==> src/rtl/irda_wb_sequencer.sv <==
// irda_wb_sequencer: command-FIFO driven Wishbone master that replays write/read/compare/poll scripts
module irda_wb_sequencer #(
    parameter int DW       = 32,
    parameter int AW       = 4,
    parameter int DEPTH    = 16,
    parameter int TMO      = 1024,
    parameter int POLL_MAX = 256
) (
    input  logic          clk,
    input  logic          wb_rst_i,
    input  logic          cmd_valid,
    input  logic [1:0]    cmd_op,
    input  logic [AW-1:0] cmd_addr,
    input  logic [DW-1:0] cmd_data,
    output logic          cmd_ready,
    input  logic          start,
    output logic          busy,
    output logic          done,
    output logic          error,
    output logic [1:0]    err_code,
    output logic [DW-1:0] rd_data,
    output logic          rd_valid,
    output logic [AW-1:0] wb_adr_o,
    output logic [DW-1:0] wb_dat_o,
    input  logic [DW-1:0] wb_dat_i,
    output logic          wb_we_o,
    output logic          wb_stb_o,
    output logic          wb_cyc_o,
    input  logic          wb_ack_i
);
    localparam int PW = $clog2(DEPTH);
    localparam int CW = PW + 1;
    localparam int TW = $clog2(TMO + 1);
    localparam int NW = $clog2(POLL_MAX + 1);
    localparam int EW = AW + DW + 2;

    typedef enum logic [2:0] {IDLE, FETCH, BUS, CHECK, ERR} state_t;

    state_t        state_q, state_d;
    logic [EW-1:0] mem_q [DEPTH];
    logic [EW-1:0] head;
    logic [PW-1:0] wp_q, rp_q;
    logic [CW-1:0] cnt_q;
    logic          rdy_q, we_q, rd_valid_q, done_q, error_q, error_d;
    logic [1:0]    op_q, err_code_q, err_code_d;
    logic [AW-1:0] adr_q;
    logic [DW-1:0] dat_q, rd_data_q;
    logic [TW-1:0] tmo_q;
    logic [NW-1:0] poll_q;
    logic          empty, push, pop, flush, ack, tmo_hit, match;

    assign empty     = cnt_q == '0;
    assign cmd_ready = rdy_q && cnt_q != CW'(DEPTH);
    assign push      = cmd_valid && cmd_ready && state_q != ERR;
    assign pop       = state_q == FETCH && !empty;
    assign flush     = state_q == ERR;
    assign ack       = state_q == BUS && wb_ack_i;
    assign tmo_hit   = state_q == BUS && !wb_ack_i && tmo_q == TW'(TMO - 1);
    assign match     = rd_data_q == dat_q;
    assign head      = mem_q[rp_q];

    assign busy      = state_q != IDLE;
    assign wb_cyc_o  = state_q == BUS;
    assign wb_stb_o  = state_q == BUS;
    assign wb_we_o   = we_q;
    assign wb_adr_o  = adr_q;
    assign wb_dat_o  = dat_q;
    assign rd_data   = rd_data_q;
    assign rd_valid  = rd_valid_q;
    assign done      = done_q;
    assign error     = error_q;
    assign err_code  = err_code_q;

    // Sequencer next-state and sticky error status
    always_comb begin
        state_d    = state_q;
        error_d    = error_q;
        err_code_d = err_code_q;
        case (state_q)
            IDLE: if (start) begin
                state_d    = FETCH;
                error_d    = 1'b0;
                err_code_d = 2'b00;
            end
            FETCH: state_d = empty ? IDLE : BUS;
            BUS: if (ack) state_d = CHECK;
                 else if (tmo_hit) begin
                     state_d    = ERR;
                     error_d    = 1'b1;
                     err_code_d = 2'b01;
                 end
            CHECK: if (op_q == 2'b00 || op_q == 2'b01 || match) state_d = FETCH;
                   else if (op_q == 2'b10 || poll_q == NW'(POLL_MAX - 1)) begin
                       state_d    = ERR;
                       error_d    = 1'b1;
                       err_code_d = op_q;
                   end else state_d = BUS;
            default: state_d = IDLE;
        endcase
    end

    // State and status registers
    always_ff @(posedge clk) begin
        if (wb_rst_i) begin
            state_q    <= IDLE;
            error_q    <= 1'b0;
            err_code_q <= 2'b00;
        end else begin
            state_q    <= state_d;
            error_q    <= error_d;
            err_code_q <= err_code_d;
        end
    end

    // Bus command latch, timeout/poll counters and read result capture
    always_ff @(posedge clk) begin
        if (wb_rst_i) begin
            op_q       <= 2'b00;
            we_q       <= 1'b0;
            adr_q      <= '0;
            dat_q      <= '0;
            rd_data_q  <= '0;
            rd_valid_q <= 1'b0;
            done_q     <= 1'b0;
            tmo_q      <= '0;
            poll_q     <= '0;
        end else begin
            if (pop) begin
                op_q  <= head[EW-1 -: 2];
                we_q  <= head[EW-1 -: 2] == 2'b00;
                adr_q <= head[DW +: AW];
                dat_q <= head[DW-1:0];
            end
            if (ack && op_q != 2'b00) rd_data_q <= wb_dat_i;
            rd_valid_q <= ack && op_q != 2'b00;
            done_q     <= state_q == FETCH && empty;
            tmo_q      <= state_q == BUS ? tmo_q + TW'(1) : '0;
            poll_q     <= state_q == FETCH ? '0 : (state_q == CHECK && state_d == BUS) ? poll_q + NW'(1) : poll_q;
        end
    end

    // FIFO pointers and occupancy; an error flush overrides any push
    always_ff @(posedge clk) begin
        if (wb_rst_i || flush) begin
            wp_q  <= '0;
            rp_q  <= '0;
            cnt_q <= '0;
            rdy_q <= !wb_rst_i;
        end else begin
            wp_q  <= wp_q + PW'(push);
            rp_q  <= rp_q + PW'(pop);
            cnt_q <= cnt_q + CW'(push) - CW'(pop);
            rdy_q <= 1'b1;
        end
    end

    // FIFO storage
    always_ff @(posedge clk) begin
        if (push) mem_q[wp_q] <= {cmd_op, cmd_addr, cmd_data};
    end
endmodule

==> config.mk <==
export PLATFORM = sky130hd
export DESIGN_NAME = irda_wb_sequencer
export DESIGN_NICKNAME = d
export VERILOG_FILES = /design/src/rtl/irda_wb_sequencer.sv
export SDC_FILE = /design/constraint.sdc
export NUM_CORES = 1
export LEC_CHECK = 0
export BUFFER_PORTS_ARGS = -buffer_cell sky130_fd_sc_hd__clkbuf_2
export CAP_MARGIN = 0
export CORE_MARGIN = 5
export CORE_UTILIZATION = 50
export DETAILED_ROUTE_END_ITERATION = 10
export PLACE_DENSITY = 0.71
export SETUP_SLACK_MARGIN = 0.4
export SLEW_MARGIN = 25
export SYNTH_ARGS = -nofsm -noshare
export SYNTH_HDL_FRONTEND = slang
export SYNTH_SLANG_ARGS = --single-unit
==> constraint.sdc <==
create_clock -name clk -period 5.91 [get_ports clk]
set_clock_uncertainty 0.2 [all_clocks]
set_input_delay 1.182 -clock clk [delete_from_list [all_inputs] [get_ports clk]]
set_output_delay 1.182 -clock clk [all_outputs]
set_load 0.01 [all_outputs]
==> After elaboration in Yosys (flattened, before gate mapping) <==
Memory sizes are Yosys's and may differ from the RTL's. A register that Yosys moved wholly into a read port is not among the register bits.
Cells that the tools add are included.
{ "totals": {"regBits": 113, "mem_bits_rw": 608, "inputBits": 75, "out_inout_bits": 78, "elab_cells": 90, "memories": 1} }
{ "op_classes": {"n_addsub": 6, "n_eq_ne": 17, "n_mux": 22, "bitwise": 1, "n_reduce_logical": 27} }
{ "mem_list": {"columns": ["memory", "words", "width", "rd", "rd_clocked_by_memory_dff", "wr", "line_no", "rtl"], "rows": [
  ["mem_q", 16, 38, 1, 1, 1, "40", "logic [EW-1:0] mem_q [DEPTH];"]
]} }
{ "ops": {"columns": ["op", "count"], "rows": [
  ["32-bit == test", 1],
  ["3-bit two-way mux", 5],
  ["2-bit two-way mux", 6],
  ["3-bit one-hot mux with 4 select lines", 1],
  ["11-bit by 1-bit adder with 11-bit output, second input constant", 1],
  ["11-bit by 10-bit == test with 1-bit output, second input constant", 1],
  ["1-bit logical AND", 10],
  ["9-bit by 1-bit adder with 9-bit output, second input constant", 1],
  ["3-bit by 2-bit == test with 1-bit output, second input constant", 3],
  ["9-bit by 8-bit == test with 1-bit output, second input constant", 1],
  ["4-bit by 1-bit adder with 4-bit output", 2],
  ["2-bit inequality test, second input constant", 4],
  ["1-bit two-way mux", 7],
  ["2-bit one-hot mux with 3 select lines", 1],
  ["6-bit AND reduction", 1],
  ["3-bit nonzero test", 2],
  ["5-bit by 1-bit adder with 5-bit output", 1],
  ["5-bit zero test", 1],
  ["5-bit inequality test, second input constant", 1],
  ["5-bit by 1-bit subtractor with 5-bit output", 1],
  ["2-bit zero test", 2],
  ["1-bit logical OR", 4],
  ["4-bit two-way mux", 1],
  ["2-bit OR reduction", 2],
  ["11 further kinds", 13]
]} }

==> Longest topological paths before layout <==
Gate-level depths: netlist of run 1.
{ "logic_depth": {"word_depth": 8, "ltp_mapped": 16, "depth_no_buf": 15} }

==> Least setup slack after synthesis of run 1 <==
OpenSTA, ideal clock, no wires.
{ "synth_timing": {"path_type": "in2reg", "startpoint": "input port cmd_valid", "endpoint": "memory mem_q[0][0] in the netlist's numbering (enable)", "setup_ps": 480, "arrival_ps": 4289, "required_ps": 5230, "slack_ps": 941, "stages": 3, "n_path_buf": 0, "cell_sequence": "nand3_1 > or3_1 > nor3_1"} }
{ "synth_between": {"elab_chain_cells": 4} }
{ "synth_rtl": {"columns": ["element", "line_no", "rtl"], "rows": [
  ["start, declared", "11", "input logic cmd_valid,"],
  ["1-bit logical AND (2 in a row)", "54", "assign push = cmd_valid && cmd_ready && state_q != ERR;"],
  ["1-bit two-way mux", "159", "if (push) mem_q[wp_q] <= {cmd_op, cmd_addr, cmd_data};"],
  ["1-bit two-way mux (implied by the code)", "159", null],
  ["end, declared", "40", null]
]} }
Every way passes these cells.

==> Final worst setup path of run 1 <==
{ "layout_timing": {"startpoint": "register cnt_q[2]", "endpoint": "memory mem_q[9][6] in the netlist's numbering (enable)"} }
{ "layout_between": {"elab_chain_cells": 6} }
{ "layout_rtl": {"columns": ["element", "line_no", "rtl"], "rows": [
  ["start, declared", "43", "logic [CW-1:0] cnt_q;"],
  ["start signal, assigned", "152", "cnt_q <= cnt_q + CW'(push) - CW'(pop);"],
  ["5-bit inequality test", "53", "assign cmd_ready = rdy_q && cnt_q != CW'(DEPTH);"],
  ["1-bit logical AND", "53", null],
  ["1-bit logical AND (2 in a row)", "54", null],
  ["1-bit two-way mux", "159", null],
  ["1-bit two-way mux (implied by the code)", "159", null]
]} }
Every way passes these cells.

==> tab_implementation.tex, run 1 <==
\begin{tabular}{lr}
\hline
Metric & Value \\
\hline
\multicolumn{2}{l}{\textbf{Outcome}} \\
Run status & finished, final reports clean \\
\multicolumn{2}{l}{\textbf{Die}} \\
DIE AREA & 60140 um\^{}2 \\
Initial core utilization & 0.5032 \\
Width of the chip & 245.2 um \\
Chip height & 245.2 um \\
Number of placed I/O pins & 153 \\
Placeable Area & 54990 um\^{}2 \\
Cell row count & 86 \\
\multicolumn{2}{l}{\textbf{Routing}} \\
Number of vias per cell after detailed routing & 5.882 \\
Remaining number of nets flagged by the antenna check after routing & 0 \\
DRC marker count from the first detailed-route iteration & 1397 \\
Post-route DRC & 0 \\
Via count & 14317 \\
Final routed wirelength across all metal layers & 64810 um \\
Routed length per instance & 26.63 um \\
First-pass detailed-route iteration total & 5 \\
\multicolumn{2}{l}{\textbf{Timing}} \\
Final setup slack of the worst path & 2.561 ns \\
Tcrit/Tclk final & 0.5667 \\
Max-slew violation total from the final report & 0 \\
Slew @ Worst Pin & 1.057 ns \\
Final setup vio count & 0 \\
Slew headroom & 0.2939 \\
Setup repair after global routing missed its margin & false \\
Final hold violation count & 0 \\
Setup Total Neg Slack & 0 ns \\
Maximum clock rate & 298.6 MHz \\
Time the worst path needs with I/O delays and setup & 3.349 ns \\
\multicolumn{2}{l}{\textbf{Place}} \\
Dpl cells & 2302 \\
Estimated wirelength of the detail-placed design & 37440 um \\
RePlAce Congestion & 0.7868 \\
Setup Slack @ Placement & 2.162 ns \\
Number of buffers added on ports & 152 \\
\multicolumn{2}{l}{\textbf{Clock network}} \\
Clock insertion delay at the later pin of the skew report & 0.61 ns \\
Number of setup buffers added after CTS & 0 \\
Worst-case clock buffer depth & 3 \\
Number of gates resized after CTS & 0 \\
Inserted Clock Buffers & 72 \\
Sink count of the clock tree & 721 \\
CTS H-tree depth & 3 \\
CTS clk-pin slew, worst paths & 0.06 ns \\
Number of buffers added to fix hold violations after cts & 0 \\
Cell at the root of the clock tree & clkbuf\_16 \\
CTS tree & done \\
\multicolumn{2}{l}{\textbf{Worst setup path}} \\
Worst setup startpoint & cnt\_q[2] \\
Endpoint of the most critical register-to-register path & mem\_q[9][6] \\
Arrival time worst endpoint & 3.40 ns \\
Logic depth of the worst register-to-register path & 8 \\
Critical path startpoint category & register \\
Reg-to-reg startpoint & cnt\_q[2] \\
Required time of the worst setup path & 5.97 ns \\
Path type of the worst setup path & reg2reg \\
Internal reg-to-reg setup slack & 2.56 ns \\
Kind of end point of the critical path & register \\
Crit Path Max Fanout & 23 \\
\multicolumn{2}{l}{\textbf{GRT}} \\
Global route overflow & 0 \\
Antenna violations before repair & 2 \\
Global Route met1 Usage & 0.3104 \\
Met3 usage & 0.06261 \\
Met2 demand-to-capacity share in global routing & 0.3394 \\
Busiest layer in global routing & met2 \\
Global-route wire length before repair & 95800 um \\
Pin count of the biggest net entering global routing & 58 \\
Global router's overall resource usage & 0.2176 \\
Vias in the first global route & 14552 \\
\multicolumn{2}{l}{\textbf{Final layout}} \\
Post-Route Utilization & 0.5788 \\
Nets & 1718 \\
Count of filler cells inserted in the layout & 3979 \\
FF/Latch Area & 20530 um\^{}2 \\
Layout-stage area growth over the synthesis result & 15.02\% \\
Share of final-layout standard cells stronger than drive strength 1 & 0.2991 \\
Fin cells & 2434 \\
Area occupied by multi-input gates & 6793 um\^{}2 \\
\multicolumn{2}{l}{\textbf{Min path}} \\
Worst hold path endpoint & tmo\_q[0] \\
Class of the tightest hold or removal check & reg2reg \\
Hold path cells & 1 \\
Critical hold path startpoint & tmo\_q[0] \\
\multicolumn{2}{l}{\textbf{Yosys}} \\
Mean cell area of the mapped netlist & 19.13 um\^{}2 \\
Net count after synthesis & 1535 \\
Post-synthesis async set-or-reset flop share & 0 \\
Sequential fraction of the synthesis area & 0.7416 \\
Syn Std Cell Area & 27670 um\^{}2 \\
Leading register cell type out of synthesis & edfxtp\_1 \\
Number of enable-type register cells in the synthesized netlist & 608 \\
Cells after Synth & 1446 \\
Yosys warning count & 0 \\
Post-synth cell types & 44 \\
Synthesized flop and latch total & 721 \\
\multicolumn{2}{l}{\textbf{Pwr}} \\
Maximum resistive drop on vdd & 0.2704 mV \\
Static Leakage & 0.01011 uW \\
Power per cell area & 370.7 nW/um\^{}2 \\
\multicolumn{2}{l}{\textbf{Job}} \\
Reported max-cap violation count & 0 \\
\hline
\end{tabular}
## through the flow
| step | cell area [um^2] | hold slack (ns) | power (uW) |
|---|---|---|---|
| finish | 31820 | 0.2631 | 11800 |
| global route | 31820 | 0.2935 | 12220 |
| CTS | 31790 | 0.2697 | 11880 |
| detailed placement | 29370 | 0.2571 | 7253 |
| global placement | 29340 | 0.2481 | 7223 |
| floorplan | 27670 | 0.2302 | 6829 |
## registers in the layout, indices dropped and copies added (netlist names), 5 cells and up
name / cells
mem_q: 608
rd_data: 32
poll_q: 9
cnt_q: 5
wb_dat_o: 32
tmo_q: 11
## where the power goes
group	internal (uW)	leakage, uW	switching, uW
sequential	5620	0.00639	146
combinational	653	0.00253	714
clock	2790	0.00118	1870
total	9070	0.0101	2730
## worst max-delay path, cell delays in order, from the launching register on
cell and delay (ns):
dfxtp_1 0.34, inv_1 0.07, ha_1 0.21, a31oi_1 0.24, nand3_1 0.24, nor2_1 0.16
nand2_1 0.23, nor2_4 0.87, buf_4 0.46
## synth_stat cells (all sizes together) (3+ instances only)
cell      n  area share
mux4    188        0.15
nor3      6      0.0011
nor2     46      0.0062
xor2      7      0.0022
dfxtp   113       0.082
xnor2    42       0.013
or3       7      0.0016
mux2i     3      0.0011
a31oi     3     0.00068
and3     10      0.0023
clkbuf   46      0.0062
nand2   156       0.021
nand3b    4      0.0011
ha       13      0.0059
o21ai     6      0.0011
edfxtp  608        0.66
nand3    11      0.0020
inv      18      0.0024
a211oi    6      0.0018
a31o      3     0.00095
a21oi    87       0.016
buf      30      0.0085
nand4    14      0.0032
## layout make-up
class,instances,share of cell area
diodes,1,0.00007863
multi-input cells,630,0.2134
well taps,748,0.02941
clock inverters,32,0.01297
flip-flops and latches,721,0.6452
repair buffers,185,0.03342
clock buffers,98,0.06326
inverters,19,0.002241
## worst max path at each step
stage                     cells past startpoint      endpoint  slack, ns
after CTS                                     8   mem_q[9][6]       2.53
after global placement                        6  mem_q[9][33]       2.13
final                                         8   mem_q[9][6]       2.56
after floorplan                               3   mem_q[0][0]       0.94
after detailed placement                      6  mem_q[9][33]       2.16
after global routing                          8   mem_q[9][3]       2.42
## logic make-up after synthesis
kind of cell | count (synthesis) | synth area share
DFF | 721 | 0.7416
and+or+nand+nor | 264 | 0.04160
muxes | 192 | 0.1553
AOI/OAI and AO/OA | 111 | 0.02202
buffers and inverters | 95 | 0.01732
xor gates and xnor gates | 49 | 0.01551
adders and majority gates | 14 | 0.006602
## cell usage in the layout (no fill, tap or decap), types with 6 or more instances in the layout
cell type / synthesis / routed
o21ai_0: 6 / 6
or3_1: 7 / 7
xor2_1: 7 / 7
nor2_1: 46 / 33
clkbuf_1: 46 / 18
xnor2_1: 42 / 42
and3_1: 10 / 10
nor2_4: 0 / 13
mux4_2: 182 / 182
edfxtp_1: 608 / 608
nand2_1: 156 / 156
nand4_1: 14 / 14
bufinv_16: 0 / 9
ha_1: 13 / 13
buf_4: 1 / 31
nand3_1: 11 / 10
clkbuf_16: 0 / 75
a21oi_1: 87 / 87
mux4_1: 6 / 6
dfxtp_1: 113 / 109
clkinv_2: 0 / 12
inv_1: 18 / 17
clkbuf_2: 0 / 151
## per-layer routing
layer	up-vias	routed length, um
li1	6110	-
met1	7449	25780
met2	669	30850
met3	87	6946
met5	-	13
met4	2	1220
No activity file was read; power rests on OpenSTA's default activity.
==> run 2: changes to the inputs <==
--- a/config.mk
+++ b/config.mk
@@ -5,6 +5,7 @@
 export SDC_FILE = /design/constraint.sdc
 export NUM_CORES = 1
 export LEC_CHECK = 0
+export ABC_AREA = 1
 export BUFFER_PORTS_ARGS = -buffer_cell sky130_fd_sc_hd__clkbuf_2
 export CAP_MARGIN = 0
 export CORE_MARGIN = 5
==> constraint.sdc (replaced) <==
create_clock -name clk -period 3.2 [get_ports clk]
set_clock_uncertainty 0.2 [all_clocks]
set_input_delay 0.64 -clock clk [delete_from_list [all_inputs] [get_ports clk]]
set_output_delay 0.64 -clock clk [all_outputs]
set_load 0.01 [all_outputs]
==> run 2 against run 1 <==
Core utilization fell by 0.40 points; via count is 33% higher; synthesized cell count increased by 61%; hold slack worse by 0.19 ns; critical path type unchanged; global-route usage grew 0.87 points; clock power increased by 69%; largest cell class unchanged; area after synthesis rose by 3.6%; total power up 87%.
==> tab_implementation.tex, run 2 <==
\begin{tabular}{lr}
\hline
Metric & Value \\
\hline
\multicolumn{2}{l}{\textbf{Worst setup path}} \\
Arrival time worst endpoint & 2.67 ns \\
Path type of the worst setup path & reg2reg \\
Kind of end point of the critical path & register \\
Critical path startpoint category & register \\
Category of cells accounting for the largest share of critical-path delay & buffers and inverters \\
Required time of the worst setup path & 3.22 ns \\
Internal reg-to-reg setup slack & 0.55 ns \\
Slowest cell on the critical path & buf\_4 \\
Reg-to-reg startpoint & cnt\_q[2] \\
Crit-path cells & inv\_1 -> ha\_1 -> nand3\_1 -> o21ai\_1 -> inv\_1 -> nand3\_2 -> inv\_1 -> nand3\_1 -> nor2\_4 -> buf\_4 \\
Dominant cell type by count on the critical path & inv\_1 \\
WP buf/inv & 4 \\
Crit Path Max Fanout & 26 \\
Worst setup startpoint & cnt\_q[2] \\
Maximum single-stage delay on the critical path & 0.44 ns \\
\multicolumn{2}{l}{\textbf{Timing}} \\
Final setup vio count & 0 \\
Final hold violation count & 0 \\
Setup repair after global routing missed its margin & true \\
Time the worst path needs with I/O delays and setup & 2.647 ns \\
Slew @ Worst Pin & 0.9516 ns \\
Slew headroom & 0.3656 \\
Tcrit/Tclk final & 0.8272 \\
Max-slew violation total from the final report & 0 \\
Maximum clock rate & 377.8 MHz \\
\multicolumn{2}{l}{\textbf{Place}} \\
Placed instance area & 30350 um\^{}2 \\
RePlAce Congestion & 0.8563 \\
Estimated wirelength of the detail-placed design & 42190 um \\
Number of buffers added on ports & 152 \\
\multicolumn{2}{l}{\textbf{Outcome}} \\
Run status & finished, final reports clean \\
\multicolumn{2}{l}{\textbf{Final layout}} \\
Post-layout instance area & 32540 um\^{}2 \\
Most common cell after layout, fill and taps aside & edfxtp\_1 \\
Share of final-layout standard cells stronger than drive strength 1 & 0.1375 \\
Top register by number of flip-flops & mem\_q \\
Post-Route Utilization & 0.5748 \\
Nets & 2549 \\
Most frequent cells in the layout & edfxtp\_1 (608), nor2\_1 (439), o21ai\_0 (311) \\
Layout-stage area growth over the synthesis result & 13.48\% \\
Flip-flop count of the largest register, all copies and words added & 608 \\
\multicolumn{2}{l}{\textbf{Clock network}} \\
CTS clk-pin slew, worst paths & 0.06 ns \\
Inserted Clock Buffers & 72 \\
CTS tree & done \\
Clock insertion delay at the later pin of the skew report & 0.59 ns \\
Sink count of the clock tree & 721 \\
Worst-case clock buffer depth & 3 \\
CTS H-tree depth & 3 \\
Cell at the root of the clock tree & clkbuf\_16 \\
\multicolumn{2}{l}{\textbf{Routing}} \\
Routed length per instance & 22.11 um \\
Number of vias per cell after detailed routing & 5.845 \\
Remaining number of nets flagged by the antenna check after routing & 0 \\
Via count & 19094 \\
Final routed wirelength across all metal layers & 72250 um \\
Post-route DRC & 0 \\
DRC marker count from the first detailed-route iteration & 2049 \\
First-pass detailed-route iteration total & 6 \\
\multicolumn{2}{l}{\textbf{Yosys}} \\
Sequential fraction of the synthesis area & 0.7157 \\
Mean cell area of the mapped netlist & 12.35 um\^{}2 \\
Leading cell type by number of instances after synthesis & edfxtp\_1 \\
Largest area contributor in the synthesized netlist & edfxtp\_1 \\
Yosys warning count & 0 \\
Post-synth cell types & 42 \\
Cells after Synth & 2321 \\
Syn Std Cell Area & 28670 um\^{}2 \\
Post-synthesis async set-or-reset flop share & 0 \\
Area share of the largest cell type after synthesis & 0.6368 \\
Most area-consuming cells after synthesis & edfxtp\_1 (64\%), dfxtp\_1 (7.9\%), nor2\_1 (6.0\%), o21ai\_0 (5.4\%), o211ai\_1 (3.0\%) \\
Synthesized flop and latch total & 721 \\
Commonest cells in the netlist & edfxtp\_1 (608), nor2\_1 (455), o21ai\_0 (312) \\
Net count after synthesis & 2410 \\
Number of enable-type register cells in the synthesized netlist & 608 \\
Leading register cell type out of synthesis & edfxtp\_1 \\
\multicolumn{2}{l}{\textbf{Die}} \\
Placeable Area & 56600 um\^{}2 \\
Initial core utilization & 0.5065 \\
Chip height & 249.5 um \\
Cell row count & 87 \\
Number of placed I/O pins & 153 \\
DIE AREA & 62230 um\^{}2 \\
Width of the chip & 249.5 um \\
\multicolumn{2}{l}{\textbf{GRT}} \\
Global router's overall resource usage & 0.2263 \\
Vias in the first global route & 18801 \\
Antenna violations before repair & 1 \\
Pin count of the biggest net entering global routing & 175 \\
Global route overflow & 0 \\
Global-route wire length before repair & 110600 um \\
\multicolumn{2}{l}{\textbf{Pwr}} \\
Maximum resistive drop on vdd & 0.5086 mV \\
Total power consumption of the routed design & 22010 uW \\
Power per cell area & 676.5 nW/um\^{}2 \\
Static Leakage & 0.01126 uW \\
\multicolumn{2}{l}{\textbf{Min path}} \\
Class of the tightest hold or removal check & in2reg \\
Critical hold path startpoint & wb\_dat\_i[21] \\
\multicolumn{2}{l}{\textbf{Job}} \\
Reported max-cap violation count & 0 \\
\hline
\end{tabular}
## run 2: cell count changes in the layout (fill, tap and decap cells not counted), moves of 61 or more
cell | previous run | this run
o211ai_1 | 0 | 116
o221ai_1 | 0 | 61
o21ai_0 | 6 | 311
nand3_1 | 10 | 125
nor2_1 | 33 | 439
inv_1 | 17 | 101
mux4_2 | 182 | 0
## run 2: kinds of logic (layout without fill, tap and decap cells)
group	Yosys count	in the layout	synth area share
mux	23	23	0.008030
fa+ha+maj	14	14	0.006372
flops	721	721	0.7157
compound gates	571	571	0.1187
other cells	0	1	0
buf+inv	259	448	0.04237
xor+xnor	32	32	0.009775
simple gates	701	701	0.09902
## run 2: per-stage QoR
stage	worst slack (ns)	std cells	hold slack (ns)	TNS, ns
global placement	0.4724	3141	0.2282	0
CTS	0.4458	3265	0.04500	0
floorplan	-0.2009	2321	0.2175	-122.06
global route	0.3597	3266	0.07862	0
finish	0.5530	3267	0.07165	0
detailed placement	0.4679	3141	0.2463	0
## run 2: cell type report
class,instances,area [um^2]
Antenna cell,1,2.502
Fill cell,4452,24070
Sequential cell,721,20530
Timing Repair Buffer,211,1395
Clock inverter,30,242.7
Multi-Input combinational cell,1341,7069
Inverter,113,431.7
Tap cell,756,945.9
Clock buffer,94,1916
## run 2: final timing paths
| check | to | depth (start not counted) |
|---|---|---|
| min | rd_data[21] | 3 |
| max | mem_q[1][33] | 10 |
| min reg2reg | tmo_q[0] | 1 |
| max reg2reg | mem_q[1][33] | 10 |
## run 2: worst min-delay path, stage by stage
cell      delay (ns)
clkbuf_2        0.07
nor2_1          0.03
nor2_1          0.08
## run 2: power by group
part | switching, uW | leakage, uW | internal [uW] | total [uW]
clock network | 3350 | 0.00105 | 4520 | 7880
registers | 300 | 0.00640 | 10500 | 10800
logic | 2270 | 0.00381 | 1110 | 3380
## run 2: timing repair
action,CTS,global route
buffers inserted,0,1
hold buffers,0,0
resized for setup,0,8
setup endpoints to repair,0,123
## run 2: routing by layer
layer	GRT usage	vias to the layer above	routed length, um
met5	0	-	0
met4	0.08796	0	2352
met3	0.05612	146	6883
met2	0.3603	869	33900
met1	0.3034	9364	29120
li1	-	8715	-
